===== config.mk =====
export PLATFORM = sky130hd
export DESIGN_NAME = load_store_unit
export DESIGN_NICKNAME = d
export VERILOG_FILES = /design/src/rtl/load_store_unit.sv
export SDC_FILE = /design/constraint.sdc
export NUM_CORES = 1
export LEC_CHECK = 0
export CORE_MARGIN = 2
export CORE_UTILIZATION = 49
export DETAILED_ROUTE_END_ITERATION = 12
export PLACE_DENSITY = 0.87
export SLEW_MARGIN = 15
export SYNTH_ARGS = -nofsm -noshare
export SYNTH_HDL_FRONTEND = slang
export SYNTH_SLANG_ARGS = --single-unit
export TNS_END_PERCENT = 10

===== constraint.sdc =====
create_clock -name clk_i -period 3.9 [get_ports clk_i]
set_clock_uncertainty 0.2 [all_clocks]
set_input_delay 0.585 -clock clk_i [delete_from_list [all_inputs] [get_ports clk_i]]
set_output_delay 0.585 -clock clk_i [all_outputs]
set_load 0.005 [all_outputs]

===== src/rtl/load_store_unit.sv =====
// Multi-cycle RISC-V load/store unit: decodes funct3, extracts and extends load lanes,
// and performs byte/halfword stores as read-modify-write on a 32-bit word memory.

module lsu_lane_merge #(
  parameter int LANE = 0
) (
  input  logic        half_i,
  input  logic [1:0]  addr_lo_i,
  input  logic [15:0] src_i,
  input  logic [7:0]  old_i,
  output logic [7:0]  byte_o
);
  localparam logic [1:0] L = 2'(LANE);

  logic       hit;
  logic [7:0] src;

  always_comb begin
    hit    = half_i ? (addr_lo_i[1] == L[1]) : (addr_lo_i == L);
    // Odd lanes of a halfword take the upper store byte.
    src    = (half_i && L[0]) ? src_i[15:8] : src_i[7:0];
    byte_o = hit ? src : old_i;
  end
endmodule

module load_store_unit #(
  parameter int ADDR_W = 8
) (
  input  logic              clk_i,
  input  logic              reset_i,
  input  logic              req_valid_i,
  output logic              req_ready_o,
  input  logic              req_write_i,
  input  logic [2:0]        req_funct3_i,
  input  logic [ADDR_W-1:0] req_addr_i,
  input  logic [31:0]       req_wdata_i,
  output logic              resp_valid_o,
  output logic [31:0]       resp_rdata_o,
  output logic              resp_fault_o,
  output logic [7:0]        mem_addr_o,
  output logic [31:0]       mem_write_data_o,
  output logic              mem_read_o,
  output logic              mem_write_o,
  input  logic [31:0]       mem_read_data_i
);
  localparam int NUM_LANES = 4;

  typedef enum logic [2:0] {IDLE, LOAD, RMW_READ, WRITE, RESP} state_e;

  typedef struct packed {
    logic              write;
    logic [2:0]        funct3;
    logic [ADDR_W-1:0] addr;
  } req_t;

  state_e      state_q, state_d;
  req_t        req_q, req_d;
  logic [31:0] wbuf_q, wbuf_d;
  logic [31:0] rdata_q, rdata_d;
  logic        fault_q, fault_d;

  logic        illegal, misalign, acc_fault;
  logic        mem_active;
  logic [5:0]  widx;
  logic [7:0]  byte_sel;
  logic [15:0] half_sel;
  logic [31:0] load_ext;
  logic [NUM_LANES-1:0][7:0] merged;

  // Fault decode on the raw request so a bad access never reaches memory.
  always_comb begin
    illegal   = (req_funct3_i[1:0] == 2'b11) |
                (req_funct3_i[2] & (req_write_i | req_funct3_i[1]));
    misalign  = ((req_funct3_i[1:0] == 2'b01) & req_addr_i[0]) |
                ((req_funct3_i[1:0] == 2'b10) & (req_addr_i[1:0] != 2'b00));
    acc_fault = illegal | misalign;
  end

  always_comb begin
    byte_sel = mem_read_data_i[{req_q.addr[1:0], 3'b000} +: 8];
    half_sel = mem_read_data_i[{req_q.addr[1], 4'b0000} +: 16];
    case (req_q.funct3)
      3'b000:  load_ext = {{24{byte_sel[7]}}, byte_sel};
      3'b100:  load_ext = {24'd0, byte_sel};
      3'b001:  load_ext = {{16{half_sel[15]}}, half_sel};
      3'b101:  load_ext = {16'd0, half_sel};
      default: load_ext = mem_read_data_i;
    endcase
  end

  for (genvar g = 0; g < NUM_LANES; g++) begin : g_lane
    lsu_lane_merge #(.LANE(g)) u_lane (
      .half_i    (req_q.funct3[0]),
      .addr_lo_i (req_q.addr[1:0]),
      .src_i     (wbuf_q[15:0]),
      .old_i     (mem_read_data_i[8*g +: 8]),
      .byte_o    (merged[g])
    );
  end

  always_comb begin
    state_d      = state_q;
    req_d        = req_q;
    wbuf_d       = wbuf_q;
    rdata_d      = rdata_q;
    fault_d      = fault_q;
    req_ready_o  = 1'b0;
    resp_valid_o = 1'b0;
    mem_read_o   = 1'b0;
    mem_write_o  = 1'b0;
    mem_active   = 1'b0;
    case (state_q)
      IDLE: begin
        req_ready_o = 1'b1;
        if (req_valid_i) begin
          req_d.write  = req_write_i;
          req_d.funct3 = req_funct3_i;
          req_d.addr   = req_addr_i;
          wbuf_d       = req_wdata_i;
          if (acc_fault) begin
            state_d = RESP;
            fault_d = 1'b1;
            rdata_d = '0;
          end else if (!req_write_i) begin
            state_d = LOAD;
          end else if (req_funct3_i[1]) begin
            state_d = WRITE;
          end else begin
            state_d = RMW_READ;
          end
        end
      end
      LOAD: begin
        mem_read_o = 1'b1;
        mem_active = 1'b1;
        rdata_d    = load_ext;
        fault_d    = 1'b0;
        state_d    = RESP;
      end
      RMW_READ: begin
        mem_read_o = 1'b1;
        mem_active = 1'b1;
        wbuf_d     = merged;
        state_d    = WRITE;
      end
      WRITE: begin
        mem_write_o = 1'b1;
        mem_active  = 1'b1;
        rdata_d     = '0;
        fault_d     = 1'b0;
        state_d     = RESP;
      end
      RESP: begin
        resp_valid_o = 1'b1;
        state_d      = IDLE;
      end
      default: state_d = IDLE;
    endcase
  end

  assign widx             = 6'(req_q.addr[ADDR_W-1:2]);
  assign mem_addr_o       = mem_active ? {2'b00, widx} : 8'd0;
  assign mem_write_data_o = (state_q == WRITE) ? wbuf_q : 32'd0;
  assign resp_rdata_o     = rdata_q;
  assign resp_fault_o     = fault_q;

  always_ff @(posedge clk_i) begin
    if (reset_i) begin
      state_q <= IDLE;
      req_q   <= '0;
      wbuf_q  <= '0;
      rdata_q <= '0;
      fault_q <= 1'b0;
    end else begin
      state_q <= state_d;
      req_q   <= req_d;
      wbuf_q  <= wbuf_d;
      rdata_q <= rdata_d;
      fault_q <= fault_d;
    end
  end
endmodule


==> results.md <==
* Final ANT Viol Nets at 0
* Largest family of logic cells by synthesized area: compound AO/OA/AOI/OAI gates
* Status: completed
* Post-synth ARST share at 0%
* Crit-path leading delay family: flip-flops
* Root buffer cell: clkbuf_8
* Largest net degree at the start of global routing at 46
* Initial antenna violation count at 0
* IO Pins at 156
* CTS Sinks at 79
* Post-synthesis adder-cell area fraction at 0%
* Most common cell after layout, fill and taps aside: clkdlybuf4s50_1
* Slew Viols, Final at 0
* Slew HR at 22.7%
* Global-route wire length before repair at 24400 um
* Critical Setup Path Class: reg2out
* DRC at 0
* Buffers added on ports at 153
* Min-delay src: resp_rdata_o[25]
* Final period utilization at 85.1%
* WL met2 at 6710 um
* NumNets Final at 760
* Share of cells above drive strength 1 at 7.00%
* Global-route congestion overflow total at 0
* Setup Viol. Count Final at 0
* Leakage at 2.28 nW
* Met3 Wirelength at 1570 um
* Critical path required time at 3.12 ns
* Starting Density at 50.9%
* Worst setup SP type: flip-flop
* EDFF count, synth at 0
* Top Metal Used: met4
* Post-Synthesis Cells at 566
* Post-Syn Area at 4460 sq um
* Vias after detailed routing at 4958
* Die footprint at 9890 sq um
* CTS tree: yes
* CTS Buffer Depth at 2
* Post-route setup slack at 0.581 ns
* Setup TNS at 0 ns
* RSZ-0062 raised after global routing: false
* HPWL Detailed at 11200 um
* Simple-gate portion of the synthesized area at 22.7%
* Clk Latency, worst-skew pair at 0.36 ns
* Main synth FF type: dfxtp_1
* Maximum VDD drop at 0.213 mV
* Ant. Diodes at 0
* Vias in the first global route at 4692
* R2R Path Start: state_q[1]
* Hold Slack at 0.270 ns
* Sequential fraction of the synthesis area at 35.4%
* GPL Wtd Cong at 0.992
* Die Wd at 99.4 um
* Commonest non-fill, non-tap cells in the layout: 152 x clkdlybuf4s50_1, 78 x dfxtp_1, 58 x a21oi_1
* Die H at 99.4 um
* Cts hold-fix bufs at 0
* Synth Area in XOR/XNOR at 0.196%
* FP Rows at 34
* CP arrival at 2.53 ns
* DR WL/cell at 19.4 um
* WP buf/inv at 1
* Avg Synthesized Cell Area at 7.88 sq um
* Core ar. at 8760 sq um
* CTS clk-pin slew, worst paths at 0.08 ns
* Drt pass-1 iters at 6
* Initial DRC Count at 562
* H-tree levels at 3
* Final Hold Viols at 0
* Crit path top cell by count: nor2_1
* Fmax at 301 MHz
* Pre-CTS WS at 0.967 ns
* Register bit count reported by yosys at 79
* Critical Path Start: state_q[1]
* Worst Path Max Fanout at 42
* Post-CTS setup buffers at 0
* Reported max-cap violation count at 0
* Post-synth cell types at 52
* Global-route usage over all layers at 30.6%
* Vias per cell at 6.24
* Worst path max stage delay at 1.09 ns
* CTS-repair resized insts at 0
* Routed WL at 15400 um
* Compound-cell area share of the yosys netlist at 32.4%
* Pwr/cell area at 328 nW/um^2
* Critical-path cell list: nor2_1 > nor2_1 > and2_1 > clkdlybuf4s50_1
* Met1 WL at 6810 um
* Min cycle time layout at 3.32 ns
* Mux cell area share after synthesis at 2.41%
* Layout area overhead at 38.2%
* Worst Tran Pin Value at 1.16 ns
* Worst min path class: reg2reg
* CP Capture Type: output port
* CTS buffer count at 9
* Crit path max-delay cell type: dfxtp_1
* Warnings from Yosys at 0
==> synth_stat cells (2+ instances only) <==
master	n	area, sq um
dfxtp_1	79	1580
a21oi_1	58	290
nor2_1	49	184
nand2_1	48	180
clkbuf_1	36	135
and3_1	32	200
a211oi_1	25	188
o2bb2ai_1	22	193
nor3_1	19	95.1
a31oi_1	16	100
buf_2	16	80.1
o21ai_0	16	80.1
inv_1	11	41.3
nand3b_1	10	75.1
and2_1	9	56.3
a22o_1	8	70.1
a311oi_1	8	70.1
o21bai_1	8	60.1
o221a_2	8	90.1
o221ai_1	8	70.1
o41ai_1	8	70.1
mux2i_1	7	70.1
o22ai_1	7	43.8
nand2b_1	6	37.5
nor2b_1	6	37.5
or3_1	6	37.5
buf_1	5	18.8
buf_4	4	30.0
a2bb2oi_1	3	26.3
mux2_2	2	22.5
nand3_1	2	10.0
nor3_2	2	20.0
nor4_1	2	12.5
or2_2	2	12.5
==> layout make-up <==
| type | instances | area [sq um] |
|---|---|---|
| clock buffers | 12 | 155 |
| clock inverters | 4 | 53.8 |
| fillers | 699 | 2600 |
| inverters | 11 | 41.3 |
| multi-input cells | 416 | 2590 |
| flip-flops and latches | 79 | 1580 |
| well taps | 108 | 135 |
| repair buffers | 164 | 1610 |
==> sequential cells by signal, indices dropped and copies added (netlist names) <==
signal	cells
wbuf_q	32
req_q	11
state_q	3
resp_rdata_o	32
resp_fault_o	1
==> layer usage <==
| layer | vias up | track usage (%) |
|---|---|---|
| met5 | - | 0 |
| met1 | 2273 | 42.9 |
| met2 | 324 | 47.5 |
| met3 | 31 | 6.75 |
| met4 | 0 | 8.75 |
| li1 | 2330 | - |
==> path summary, 6_finish.rpt <==
kind | end | slack, ns | cells past startpoint
hold reg to reg | resp_rdata_o[25] | 0.27 | 1
hold / removal | resp_rdata_o[25] | 0.27 | 1
setup reg to reg | wbuf_q[11] | 0.91 | 5
setup / recovery | mem_addr_o[5] | 0.58 | 4
==> report_power, final <==
part	switching [mW]	total, mW	internal, mW	leakage (nW)
Clock	0.307	0.639	0.332	0.0988
Sequential	0.0692	0.932	0.863	0.647
Combinational	0.242	0.451	0.209	1.54
==> logic make-up (layout without fill, tap and decap cells) <==
group                  Yosys count  count (layout)
multiplexers                    10              10
AND/OR/NAND/NOR                198             198
other                            1               2
flip-flops                      79              79
AO/OA/AOI/OAI                  205             205
buffers and inverters           72             191
XOR/XNOR                         1               1
==> worst reg2reg max path, cell delays in order (launching register included) <==
cell and delay, ns:
dfxtp_1 1.09, nor3b_2 0.65, buf_4 0.33, o221ai_1 0.15, o21bai_1 0.21, a211oi_1 0.27
==> stage by stage <==
stage                     power, mW  cells  util, %  cell area (sq um)
final                          2.02    794     70.4               6170
after global routing           2.11    794     70.4               6170
after CTS                      2.02    794     70.3               6160
after detailed placement       1.39    778     68.0               5960
after global placement         1.37    778     68.0               5960
after floorplan                1.19    567        -               4470
(Power assumes the default switching activity.)
